==> config.mk <==
export PLATFORM = sky130hd
export DESIGN_NAME = axis_hdr_insert_varlen_flat
export DESIGN_NICKNAME = d
export VERILOG_FILES = /design/src/rtl/axis_hdr_insert_varlen_if.sv /design/src/rtl/axis_hdr_insert_varlen.sv /design/src/flat_wrapper.sv
export SDC_FILE = /design/constraint.sdc
export NUM_CORES = 1
export LEC_CHECK = 0
export BUFFER_PORTS_ARGS = -buffer_cell sky130_fd_sc_hd__buf_2
export CORE_MARGIN = 3
export CORE_UTILIZATION = 50
export DETAILED_ROUTE_END_ITERATION = 10
export PLACE_DENSITY_LB_ADDON = 0.12
export SLEW_MARGIN = 25
export SYNTH_ARGS = -nofsm -noshare
export SYNTH_HDL_FRONTEND = slang
export SYNTH_SLANG_ARGS = --single-unit
==> constraint.sdc <==
create_clock -name clk -period 7 [get_ports clk]
set_input_delay 1.4 -clock clk [delete_from_list [all_inputs] [get_ports clk]]
set_output_delay 1.4 -clock clk [all_outputs]
set_load 0.01 [all_outputs]
==> src/rtl/axis_hdr_insert_varlen_if.sv <==
// AXI-Stream beat bundle (data, MSB-first keep, last) with producer/consumer views.
interface axis_hdr_insert_varlen_if #(
  parameter int unsigned DATA_WD = 32
);
  localparam int unsigned KEEP_WD = DATA_WD / 8;

  logic               tvalid;
  logic [DATA_WD-1:0] tdata;
  logic [KEEP_WD-1:0] tkeep;
  logic               tlast;
  logic               tready;

  modport master (output tvalid, tdata, tkeep, tlast, input tready);
  modport slave  (input tvalid, tdata, tkeep, tlast, output tready);
endinterface

==> src/rtl/axis_hdr_insert_varlen.sv <==
// Prepends a variable-length header to each payload packet and repacks the merged
// byte stream so that every output beat except the last one is full.
module axis_hdr_insert_varlen #(
  parameter int unsigned DATA_WD       = 32,
  parameter int unsigned DATA_BYTE_WD  = DATA_WD / 8,
  parameter int unsigned HDR_MAX_BYTES = 2 * DATA_BYTE_WD,
  parameter int unsigned LEN_WD        = $clog2(HDR_MAX_BYTES + 1)
) (
  input  logic                       clk,
  input  logic                       rst,
  input  logic                       s_hdr_tvalid,
  input  logic [8*HDR_MAX_BYTES-1:0] s_hdr_tdata,
  input  logic [LEN_WD-1:0]          s_hdr_len,
  output logic                       s_hdr_tready,
  axis_hdr_insert_varlen_if.slave    s_axis,
  axis_hdr_insert_varlen_if.master   m_axis,
  output logic                       pkt_done
);

  localparam int unsigned W         = DATA_BYTE_WD;
  localparam int unsigned BUF_BYTES = (HDR_MAX_BYTES > W) ? HDR_MAX_BYTES : W;
  localparam int unsigned BUF_WD    = 8 * BUF_BYTES;
  localparam int unsigned HDR_WD    = 8 * HDR_MAX_BYTES;
  localparam int unsigned CNT_WD    = $clog2(BUF_BYTES + 1);
  localparam int unsigned TOT_WD    = $clog2(2 * W + 1);

  typedef enum logic [1:0] {IDLE, HDR, BODY, FLUSH} state_t;

  state_t              state_q, state_d;
  logic [BUF_WD-1:0]   buf_q, buf_d;
  logic [CNT_WD-1:0]   cnt_q, cnt_d;
  logic                hdr_rdy_q, hdr_rdy_d;
  logic                m_valid_q, m_valid_d;
  logic [DATA_WD-1:0]  m_data_q, m_data_d;
  logic [W-1:0]        m_keep_q, m_keep_d;
  logic                m_last_q, m_last_d;

  logic                adv, hdr_hs, s_tready_c, pay_hs;
  int unsigned         hlen;
  logic [HDR_WD-1:0]   hdr_m;
  logic [BUF_WD-1:0]   hdr_buf;
  logic [TOT_WD-1:0]   kcnt, tot;
  logic [DATA_WD-1:0]  pay_m;
  logic [2*DATA_WD-1:0] merged;
  logic [BUF_WD-1:0]   res_next;

  // MSB-contiguous keep with n bytes set
  function automatic logic [W-1:0] keep_of(input logic [TOT_WD-1:0] n);
    logic [W-1:0] k;
    k = '0;
    for (int unsigned i = 0; i < W; i++) begin
      if (32'(n) > i) k[W-1-i] = 1'b1;
    end
    return k;
  endfunction

  assign adv        = !m_valid_q || m_axis.tready;
  assign hdr_hs     = hdr_rdy_q && s_hdr_tvalid;
  assign s_tready_c = (state_q == BODY) && adv;
  assign pay_hs     = s_tready_c && s_axis.tvalid;

  // Header clamp/mask and residue+payload byte merge
  always_comb begin
    hlen    = 32'(s_hdr_len);
    hdr_m   = '0;
    kcnt    = '0;
    pay_m   = '0;
    if (hlen > HDR_MAX_BYTES) hlen = HDR_MAX_BYTES;
    for (int unsigned i = 0; i < HDR_MAX_BYTES; i++) begin
      if (i < hlen) hdr_m[8*(HDR_MAX_BYTES-1-i) +: 8] = s_hdr_tdata[8*(HDR_MAX_BYTES-1-i) +: 8];
    end
    hdr_buf = BUF_WD'(hdr_m) << (BUF_WD - HDR_WD);
    // Dropping unkept lanes keeps the byte after the last valid one at zero
    for (int unsigned i = 0; i < W; i++) begin
      kcnt = kcnt + TOT_WD'(s_axis.tkeep[i]);
      pay_m[8*i +: 8] = s_axis.tdata[8*i +: 8] & {8{s_axis.tkeep[i]}};
    end
    tot      = TOT_WD'(cnt_q) + kcnt;
    merged   = {buf_q[BUF_WD-1 -: DATA_WD], {DATA_WD{1'b0}}}
             | ({pay_m, {DATA_WD{1'b0}}} >> {cnt_q, 3'b000});
    res_next = BUF_WD'(merged[DATA_WD-1:0]) << (BUF_WD - DATA_WD);
  end

  // Next-state and output-register loads
  always_comb begin
    state_d   = state_q;
    buf_d     = buf_q;
    cnt_d     = cnt_q;
    m_valid_d = m_valid_q;
    m_data_d  = m_data_q;
    m_keep_d  = m_keep_q;
    m_last_d  = m_last_q;
    if (adv) m_valid_d = 1'b0;

    case (state_q)
      IDLE: begin
        if (hdr_hs) begin
          buf_d   = hdr_buf;
          cnt_d   = CNT_WD'(hlen);
          state_d = (hlen >= W) ? HDR : BODY;
        end
      end
      HDR: begin
        if (adv) begin
          m_valid_d = 1'b1;
          m_data_d  = buf_q[BUF_WD-1 -: DATA_WD];
          m_keep_d  = '1;
          m_last_d  = 1'b0;
          buf_d     = buf_q << DATA_WD;
          cnt_d     = cnt_q - CNT_WD'(W);
          if (32'(cnt_d) < W) state_d = BODY;
        end
      end
      BODY: begin
        if (pay_hs) begin
          m_valid_d = 1'b1;
          m_data_d  = merged[2*DATA_WD-1 -: DATA_WD];
          if (s_axis.tlast && (tot <= TOT_WD'(W))) begin
            m_keep_d = keep_of(tot);
            m_last_d = 1'b1;
            buf_d    = '0;
            cnt_d    = '0;
            state_d  = IDLE;
          end else begin
            m_keep_d = '1;
            m_last_d = 1'b0;
            buf_d    = res_next;
            cnt_d    = CNT_WD'(tot - TOT_WD'(W));
            if (s_axis.tlast) state_d = FLUSH;
          end
        end
      end
      FLUSH: begin
        if (adv) begin
          m_valid_d = 1'b1;
          m_data_d  = buf_q[BUF_WD-1 -: DATA_WD];
          m_keep_d  = keep_of(TOT_WD'(cnt_q));
          m_last_d  = 1'b1;
          buf_d     = '0;
          cnt_d     = '0;
          state_d   = IDLE;
        end
      end
      default: state_d = IDLE;
    endcase

    hdr_rdy_d = (state_d == IDLE);
  end

  always_ff @(posedge clk or posedge rst) begin
    if (rst) begin
      state_q   <= IDLE;
      buf_q     <= '0;
      cnt_q     <= '0;
      hdr_rdy_q <= 1'b0;
      m_valid_q <= 1'b0;
      m_data_q  <= '0;
      m_keep_q  <= '0;
      m_last_q  <= 1'b0;
    end else begin
      state_q   <= state_d;
      buf_q     <= buf_d;
      cnt_q     <= cnt_d;
      hdr_rdy_q <= hdr_rdy_d;
      m_valid_q <= m_valid_d;
      m_data_q  <= m_data_d;
      m_keep_q  <= m_keep_d;
      m_last_q  <= m_last_d;
    end
  end

  assign s_hdr_tready  = hdr_rdy_q;
  assign s_axis.tready = s_tready_c;
  assign m_axis.tvalid = m_valid_q;
  assign m_axis.tdata  = m_data_q;
  assign m_axis.tkeep  = m_keep_q;
  assign m_axis.tlast  = m_last_q;
  assign pkt_done      = m_valid_q && m_axis.tready && m_last_q;

endmodule

==> src/flat_wrapper.sv <==
// flat-port wrapper written by rule: the top's interface ports become plain ports
module axis_hdr_insert_varlen_flat 
#(
  parameter int unsigned DATA_WD       = 32,
  parameter int unsigned DATA_BYTE_WD  = DATA_WD / 8,
  parameter int unsigned HDR_MAX_BYTES = 2 * DATA_BYTE_WD,
  parameter int unsigned LEN_WD        = $clog2(HDR_MAX_BYTES + 1)
)
  (clk, rst, s_hdr_tvalid, s_hdr_tdata, s_hdr_len, s_hdr_tready, pkt_done, s_axis_tvalid, s_axis_tdata, s_axis_tkeep, s_axis_tlast, s_axis_tready, m_axis_tvalid, m_axis_tdata, m_axis_tkeep, m_axis_tlast, m_axis_tready);
  axis_hdr_insert_varlen_if #(.DATA_WD(DATA_WD)) s_axis_i ();
  axis_hdr_insert_varlen_if #(.DATA_WD(DATA_WD)) m_axis_i ();
  input  logic clk;
  input  logic rst;
  input  logic s_hdr_tvalid;
  input  logic [8*HDR_MAX_BYTES-1:0] s_hdr_tdata;
  input  logic [LEN_WD-1:0] s_hdr_len;
  output logic s_hdr_tready;
  output logic pkt_done;
  input wire logic [$bits(s_axis_i.tvalid)-1:0] s_axis_tvalid;
  input wire logic [$bits(s_axis_i.tdata)-1:0] s_axis_tdata;
  input wire logic [$bits(s_axis_i.tkeep)-1:0] s_axis_tkeep;
  input wire logic [$bits(s_axis_i.tlast)-1:0] s_axis_tlast;
  output wire logic [$bits(s_axis_i.tready)-1:0] s_axis_tready;
  output wire logic [$bits(m_axis_i.tvalid)-1:0] m_axis_tvalid;
  output wire logic [$bits(m_axis_i.tdata)-1:0] m_axis_tdata;
  output wire logic [$bits(m_axis_i.tkeep)-1:0] m_axis_tkeep;
  output wire logic [$bits(m_axis_i.tlast)-1:0] m_axis_tlast;
  input wire logic [$bits(m_axis_i.tready)-1:0] m_axis_tready;
  assign s_axis_i.tvalid = s_axis_tvalid;
  assign s_axis_i.tdata = s_axis_tdata;
  assign s_axis_i.tkeep = s_axis_tkeep;
  assign s_axis_i.tlast = s_axis_tlast;
  assign s_axis_tready = s_axis_i.tready;
  assign m_axis_tvalid = m_axis_i.tvalid;
  assign m_axis_tdata = m_axis_i.tdata;
  assign m_axis_tkeep = m_axis_i.tkeep;
  assign m_axis_tlast = m_axis_i.tlast;
  assign m_axis_i.tready = m_axis_tready;
  axis_hdr_insert_varlen #(.DATA_WD(DATA_WD), .DATA_BYTE_WD(DATA_BYTE_WD), .HDR_MAX_BYTES(HDR_MAX_BYTES), .LEN_WD(LEN_WD)) u_core (.clk(clk), .rst(rst), .s_hdr_tvalid(s_hdr_tvalid), .s_hdr_tdata(s_hdr_tdata), .s_hdr_len(s_hdr_len), .s_hdr_tready(s_hdr_tready), .s_axis(s_axis_i), .m_axis(m_axis_i), .pkt_done(pkt_done));
endmodule
==> metrics, run 1 <==
Die X=119 um; internal cell power=1.81 mW; Sequential Power Share=32.4%; Yosys reg bits=109; number of global-route vias before repair=5,944; ratio of cells with drive above 1 in the final layout=23.5%; CTS buffer count=9; synthesized area=6380 sq um; HPWL after DPL=15,400 um; Util after Layout=61.0%; share of the synthesized area in the top cell type=42.8%; Post-CTS Setup Bufs=0; Synth Flop Type=dfrtp_1; DRT iter0 DRCs=736; RSZ-0062 raised after global routing=false; peak supply drop=0.000298 V; clk sinks=109; clock tree buffer depth=2; clk slew on worst S/H paths=0.07 ns; Avg Cell Area, Syn=8.73 sq um; synth top area cells=dfrtp_1 (43%), nand2_1 (6.3%), o21ai_0 (5.2%); initial antenna violation count=0; Rows=40; fmax=211 MHz; status=complete, no violations; vias per std cell=6.21; WHS=0.473 ns; final max-slew violation count=0; power per cell area=444 nW/um^2; switch share=45.5%; Clock power frac=16.6%; Routed Antenna Nets=0; Post-synth EDFFs=0; asr flop ratio synth=100%; Startpoint Class=input pin; Clk Latency, worst-skew pair=0.36 ns; Rel. slew slack=32.4%; post-cts sizing count=0; Synth Warn #=0; final WL=20,600 um; RePlAce Congestion=0.939; Final Hold Viols=0; height of the die=119 um; final setup fails=0; crit-path cells=buf_2, ha_1, inv_1, fa_1, inv_1, ha_1, fa_1, xor2_1, inv_1, ha_1, nand2_1, nand3_1, a41oi_2, nand2_1, a21oi_1; largest net degree at the start of global routing=94; Max FO, Critical Path=18; count leader, synth=dfrtp_1; synthesis-to-layout area growth=17.3%; Initial Utilization=52.0%; synth unique cells=68; Top Ports=151; WL per Instance=20.3 um; fill count=1,127; Syn Inst Count=730; endpoint class of the critical path=register; Gate power share=50.9%; post-synthesis sequential area ratio=42.8%; Port-buffer cells=150; data required time at the worst endpoint=7.28 ns; Switch Pwr=1.51 mW; # H-tree levels=3; GR Util All Layers=29.6%; remaining global-route overflow=0; Critical Path Slowest Stage Cell=a41oi_2; critical path class=in2reg; top post-synthesis cells by count=dfrtp_1 (109), nand2_1 (107), o21ai_0 (66); first-pass GRT wire length=33,000 um; root buffer cell=clkbuf_16; Max Cap Violations=0; core box area=12,300 sq um; worst slew pin tran=1.01 ns; drt pass-1 iters=7; Leak=3.42 nW; ANT cells=0; hold-fix buffers at CTS=0; CP max stage delay=0.63 ns; Die Area=14,100 sq um; drc violations=0; DR vias=6,302; fin nets=963; CP arrival=5.01 ns; area leader, netlist=dfrtp_1; Tcrit/Tclk final=67.6%; Sum Neg Setup Slack=0 ns; clock skew=0.00707 ns; post-layout min period=4.73 ns; Hold Path Class=reg2reg; Syn Nets=851; clock tree from TritonCTS=done
## kinds of logic after synthesis
kind of cell | count (synthesis) | synth area share [%]
AO/OA/AOI/OAI | 269 | 28.6
AND/OR/NAND/NOR | 262 | 19.8
flip-flops | 109 | 42.8
buffers and inverters | 67 | 4.51
multiplexers | 11 | 1.79
adder cells (fa/ha/maj) | 11 | 2.39
XOR/XNOR | 1 | 0.137
## layer usage
metal  share of wire, %  wire, um  track usage [%]  vias to the layer above
met4                1.9       387             9.12                        0
met3                8.6      1780             5.13                       30
met5                  0         0                0                        -
li1                   -         -                -                     2930
met1                 46      9530             44.4                     2992
met2                 43      8890             43.6                      350
## worst paths after layout
kind                                           end                     from  slack, ns  cells past startpoint
max                               u_core.buf_q[55]          s_axis_tkeep[0]       2.27                     15
min                        u_core.m_axis.tdata[21]  u_core.m_axis.tdata[21]       0.47                      2
max reg2reg                       u_core.buf_q[55]          u_core.cnt_q[1]       3.23                     11
min reg2reg                u_core.m_axis.tdata[21]  u_core.m_axis.tdata[21]       0.47                      2
max in group asynchronous          u_core.buf_q[8]                      rst       4.71                      3
min in group asynchronous         u_core.buf_q[60]                      rst       1.15                      2
## flip-flops by register name, summed over array words and instances (netlist names)
name	cells
u_core.cnt_q	4
u_core.s_hdr_tready	1
u_core.m_axis.tvalid	1
u_core.state_q	2
u_core.m_axis.tkeep	4
u_core.m_axis.tdata	32
u_core.buf_q	64
u_core.m_axis.tlast	1
## cell usage in the layout (no fill, tap or decap), drive strengths merged, types with 4 or more instances in the layout
cell,instances
clkbuf,10
a32oi,4
nand2b,9
o22a,4
a31oi,15
buf,156
nor3b,9
and3,8
mux2i,8
inv,13
a221oi,24
nand2,107
and2,4
o221a,5
nand4b,5
o22ai,14
a22o,18
a21oi,61
a211o,8
nor2,55
dfrtp,109
nand3,25
o21a,9
or2,4
a21o,8
nor3,18
nor2b,6
o21ai,68
a221o,11
ha,9
and4b,4
## layout make-up
class | count | area (sq um) | area share (%)
flip-flops and latches | 109 | 2730 | 36.5
inverters | 12 | 47.5 | 0.635
clock inverters | 5 | 83.8 | 1.12
multi-input cells | 554 | 3390 | 45.3
clock buffers | 10 | 229 | 3.06
well taps | 168 | 210 | 2.81
repair buffers | 156 | 796 | 10.6
## stage by stage
| step | total power, mW | cells | worst slack [ns] | cell area [sq um] |
|---|---|---|---|---|
| 2_1_floorplan | 2.23 | 730 | 2.53 | 6380 |
| 4_1_cts | 3.31 | 1014 | 2.30 | 7470 |
| 3_3_place_gp | 2.70 | 999 | 1.83 | 7150 |
| 5_1_grt | 3.57 | 1014 | 1.94 | 7480 |
| 3_5_place_dp | 2.75 | 999 | 1.92 | 7160 |
| 6_report | 3.32 | 1014 | 2.27 | 7480 |
## critical path, delay by kind of cell
family | cells | cell delay (ns)
compound gates | 2 | 0.81
xor+xnor | 1 | 0.36
fa+ha+maj | 5 | 1.64
buf+inv | 4 | 0.44
simple gates | 3 | 0.35
## power groups by stage
| stage | Combinational [mW] | Sequential (mW) | Clock [mW] |
|---|---|---|---|
| detailed placement | 1.67 | 1.08 | 0 |
| global placement | 1.63 | 1.07 | 0 |
| floorplan | 1.18 | 1.05 | 0 |
| CTS | 1.68 | 1.07 | 0.561 |
| global route | 1.87 | 1.11 | 0.592 |
| finish | 1.69 | 1.08 | 0.551 |
Note: power is estimated with default switching activity, not from simulation.
==> run 2: changes to the inputs <==
--- a/config.mk
+++ b/config.mk
@@ -5,6 +5,7 @@
 export SDC_FILE = /design/constraint.sdc
 export NUM_CORES = 1
 export LEC_CHECK = 0
+export ABC_AREA = 1
 export BUFFER_PORTS_ARGS = -buffer_cell sky130_fd_sc_hd__buf_2
 export CORE_MARGIN = 3
 export CORE_UTILIZATION = 50
==> constraint.sdc (replaced) <==
create_clock -name clk -period 3.9 [get_ports clk]
set_input_delay 0.78 -clock clk [delete_from_list [all_inputs] [get_ports clk]]
set_output_delay 0.78 -clock clk [all_outputs]
set_load 0.01 [all_outputs]
==> metrics, run 2 <==
post-synthesis sequential area ratio=41.5%; Initial Utilization=51.7%; synthesized area=6580 sq um; clk sinks=109; worst slew pin tran=0.885 ns; footprint of the multi-input gates=3250 sq um; simple-gate share of the synthesized area=27.5%; final WL=20,300 um; M1 WL=9350 um; Synth Flop Type=dfrtp_1; RePlAce Congestion=0.923; largest net degree at the start of global routing=65; ratio of cells with drive above 1 in the final layout=19.1%; ANT cells=0; Synth Area in Compound Gates=19.5%; hold-fix buffers at CTS=0; Final Hold Viols=0; Leak=3.73 nW; height of the die=121 um; Clk Latency, worst-skew pair=0.36 ns; Post-CTS Setup Bufs=0; synthesis-to-layout area growth=17.3%; DRT iter0 DRCs=621; Synth Warn #=0; Rows=41; register area=2730 sq um; final max-slew violation count=0; Startpoint Class=input pin; met3 wire length=1550 um; HPWL after DPL=14,900 um; R2R setup slack=0.97 ns; Die Area=14,600 sq um; Hold Path Class=in2async; # H-tree levels=3; Yosys reg bits=109; number of global-route vias before repair=6,141; Post-synth EDFFs=0; post-synthesis adder-cell area fraction=2.32%; fill count=1,304; power per cell area=843 nW/um^2; vias per std cell=5.46; synth unique cells=30; Sum Neg Setup Slack=0 ns; area leader, netlist=dfrtp_1; mux share of post-synthesis cell area=0%; RSZ-0062 raised after global routing=false; final setup fails=0; GR Util All Layers=28.1%; Tcrit/Tclk final=87.9%; WL per Instance=16.6 um; drc violations=0; number of flip-flops in the largest register=64; total power=6.50 mW; Met2 Wirelength=8910 um; first-pass GRT wire length=32,200 um; Max Cap Violations=0; status=complete, no violations; top post-synthesis cells by count=nand2_1 (201), nor2_1 (128), dfrtp_1 (109); Port-buffer cells=150; root buffer cell=clkbuf_16; Die X=121 um; clock tree buffer depth=2; clock skew=0.00955 ns; post-layout min period=3.43 ns; data required time at the worst endpoint=4.18 ns; Top Ports=151; drt pass-1 iters=6; Avg Cell Area, Syn=7.07 sq um; highest metal used=met4; Routed Antenna Nets=0; DR vias=6,690; clk slew on worst S/H paths=0.07 ns; initial antenna violation count=0; core box area=12,700 sq um; share of the synthesized area in the top cell type=41.5%; post-cts sizing count=0; Syn Nets=1,052; CP arrival=3.71 ns; peak supply drop=0.000435 V; CTS buffer count=9; endpoint class of the critical path=register; Syn Inst Count=931; count leader, synth=nand2_1; fmax=292 MHz; Biggest register=u_core.buf_q; Max FO, Critical Path=15; most frequent cells in the layout=nand2_1 (201), buf_2 (150), nor2_1 (128); Rel. slew slack=40.9%; asr flop ratio synth=100%; fin nets=1,169; remaining global-route overflow=0; main combinational cell family by area after synthesis=simple AND/OR/NAND/NOR gates; synth top area cells=dfrtp_1 (41%), nand2_1 (11%), nor2_1 (7.3%); clock tree from TritonCTS=done; critical path class=in2reg; most common cell after layout, fill and taps aside=nand2_1; Post-Synth XOR/XNOR Area=0%
-- run 2: cell types whose count changed in the layout (fill, tap and decap cells not counted), sizes merged, moves of 17 or more --
cell,previous run,this run
inv,13,93
a22o,18,0
o21ai,68,85
nand2,107,204
a22oi,1,18
nor2,55,132
nand3,25,90
a221oi,24,0
-- run 2: path summary, 6_finish.rpt --
kind	depth (start not counted)	start	endpoint
setup / recovery	16	s_axis_tkeep[1]	u_core.buf_q[52]
hold / removal	2	rst	u_core.buf_q[9]
setup reg to reg	14	u_core.cnt_q[0]	u_core.buf_q[52]
hold reg to reg	2	u_core.buf_q[14]	u_core.buf_q[14]
max in group asynchronous	3	rst	u_core.buf_q[58]
min in group clk	2	u_core.buf_q[14]	u_core.buf_q[14]
-- run 2: worst max-delay path: stages --
cell      delay, ns
buf_2          0.15
ha_1           0.29
inv_1          0.06
fa_1           0.48
inv_1          0.04
ha_1           0.21
fa_1           0.40
nand2_1        0.09
nand2_1        0.11
ha_1           0.23
inv_1          0.10
nand2_1        0.09
nand2_2        0.13
buf_4          0.24
o211ai_1       0.12
a21oi_1        0.16
-- run 2: routing by layer --
| metal | vias to the layer above | global-route usage, % |
|---|---|---|
| met4 | 0 | 9.21 |
| met5 | - | 0 |
| met2 | 264 | 42.1 |
| li1 | 3317 | - |
| met3 | 32 | 4.49 |
| met1 | 3077 | 41.7 |
-- run 2: report_power, final --
part           switching [mW]  internal, mW
clock network           0.441         0.506
logic                    2.41          1.15
registers               0.288          1.71
total                    3.14          3.36
-- run 2: cell type report --
cell class                      instances  share of cell area (%)
Tap cell                              172                    2.79
Clock inverter                          6                   0.924
Timing Repair Buffer                  165                    11.4
Inverter                               91                    4.49
Sequential cell                       109                    35.3
Clock buffer                           10                    2.97
Multi-Input combinational cell        672                    42.1
-- run 2: kinds of logic (layout without fill, tap and decap cells) --
group | Yosys count | count (layout)
and+or+nand+nor | 440 | 440
AOI/OAI and AO/OA | 221 | 221
buffers and inverters | 150 | 272
DFF | 109 | 109
adders and majority gates | 11 | 11
-- run 2: through the flow --
step                cell area (sq um)  hold WS (ns)  instances  setup slack, ns  util [%]
global placement                 7420         0.464       1209            0.220      58.3
global route                     7720         0.519       1225            0.309      60.7
floorplan                        6580         0.452        931            0.246         -
finish                           7720         0.485       1225            0.471      60.7
CTS                              7720         0.488       1225            0.512      60.7
detailed placement               7420         0.471       1209            0.126      58.3
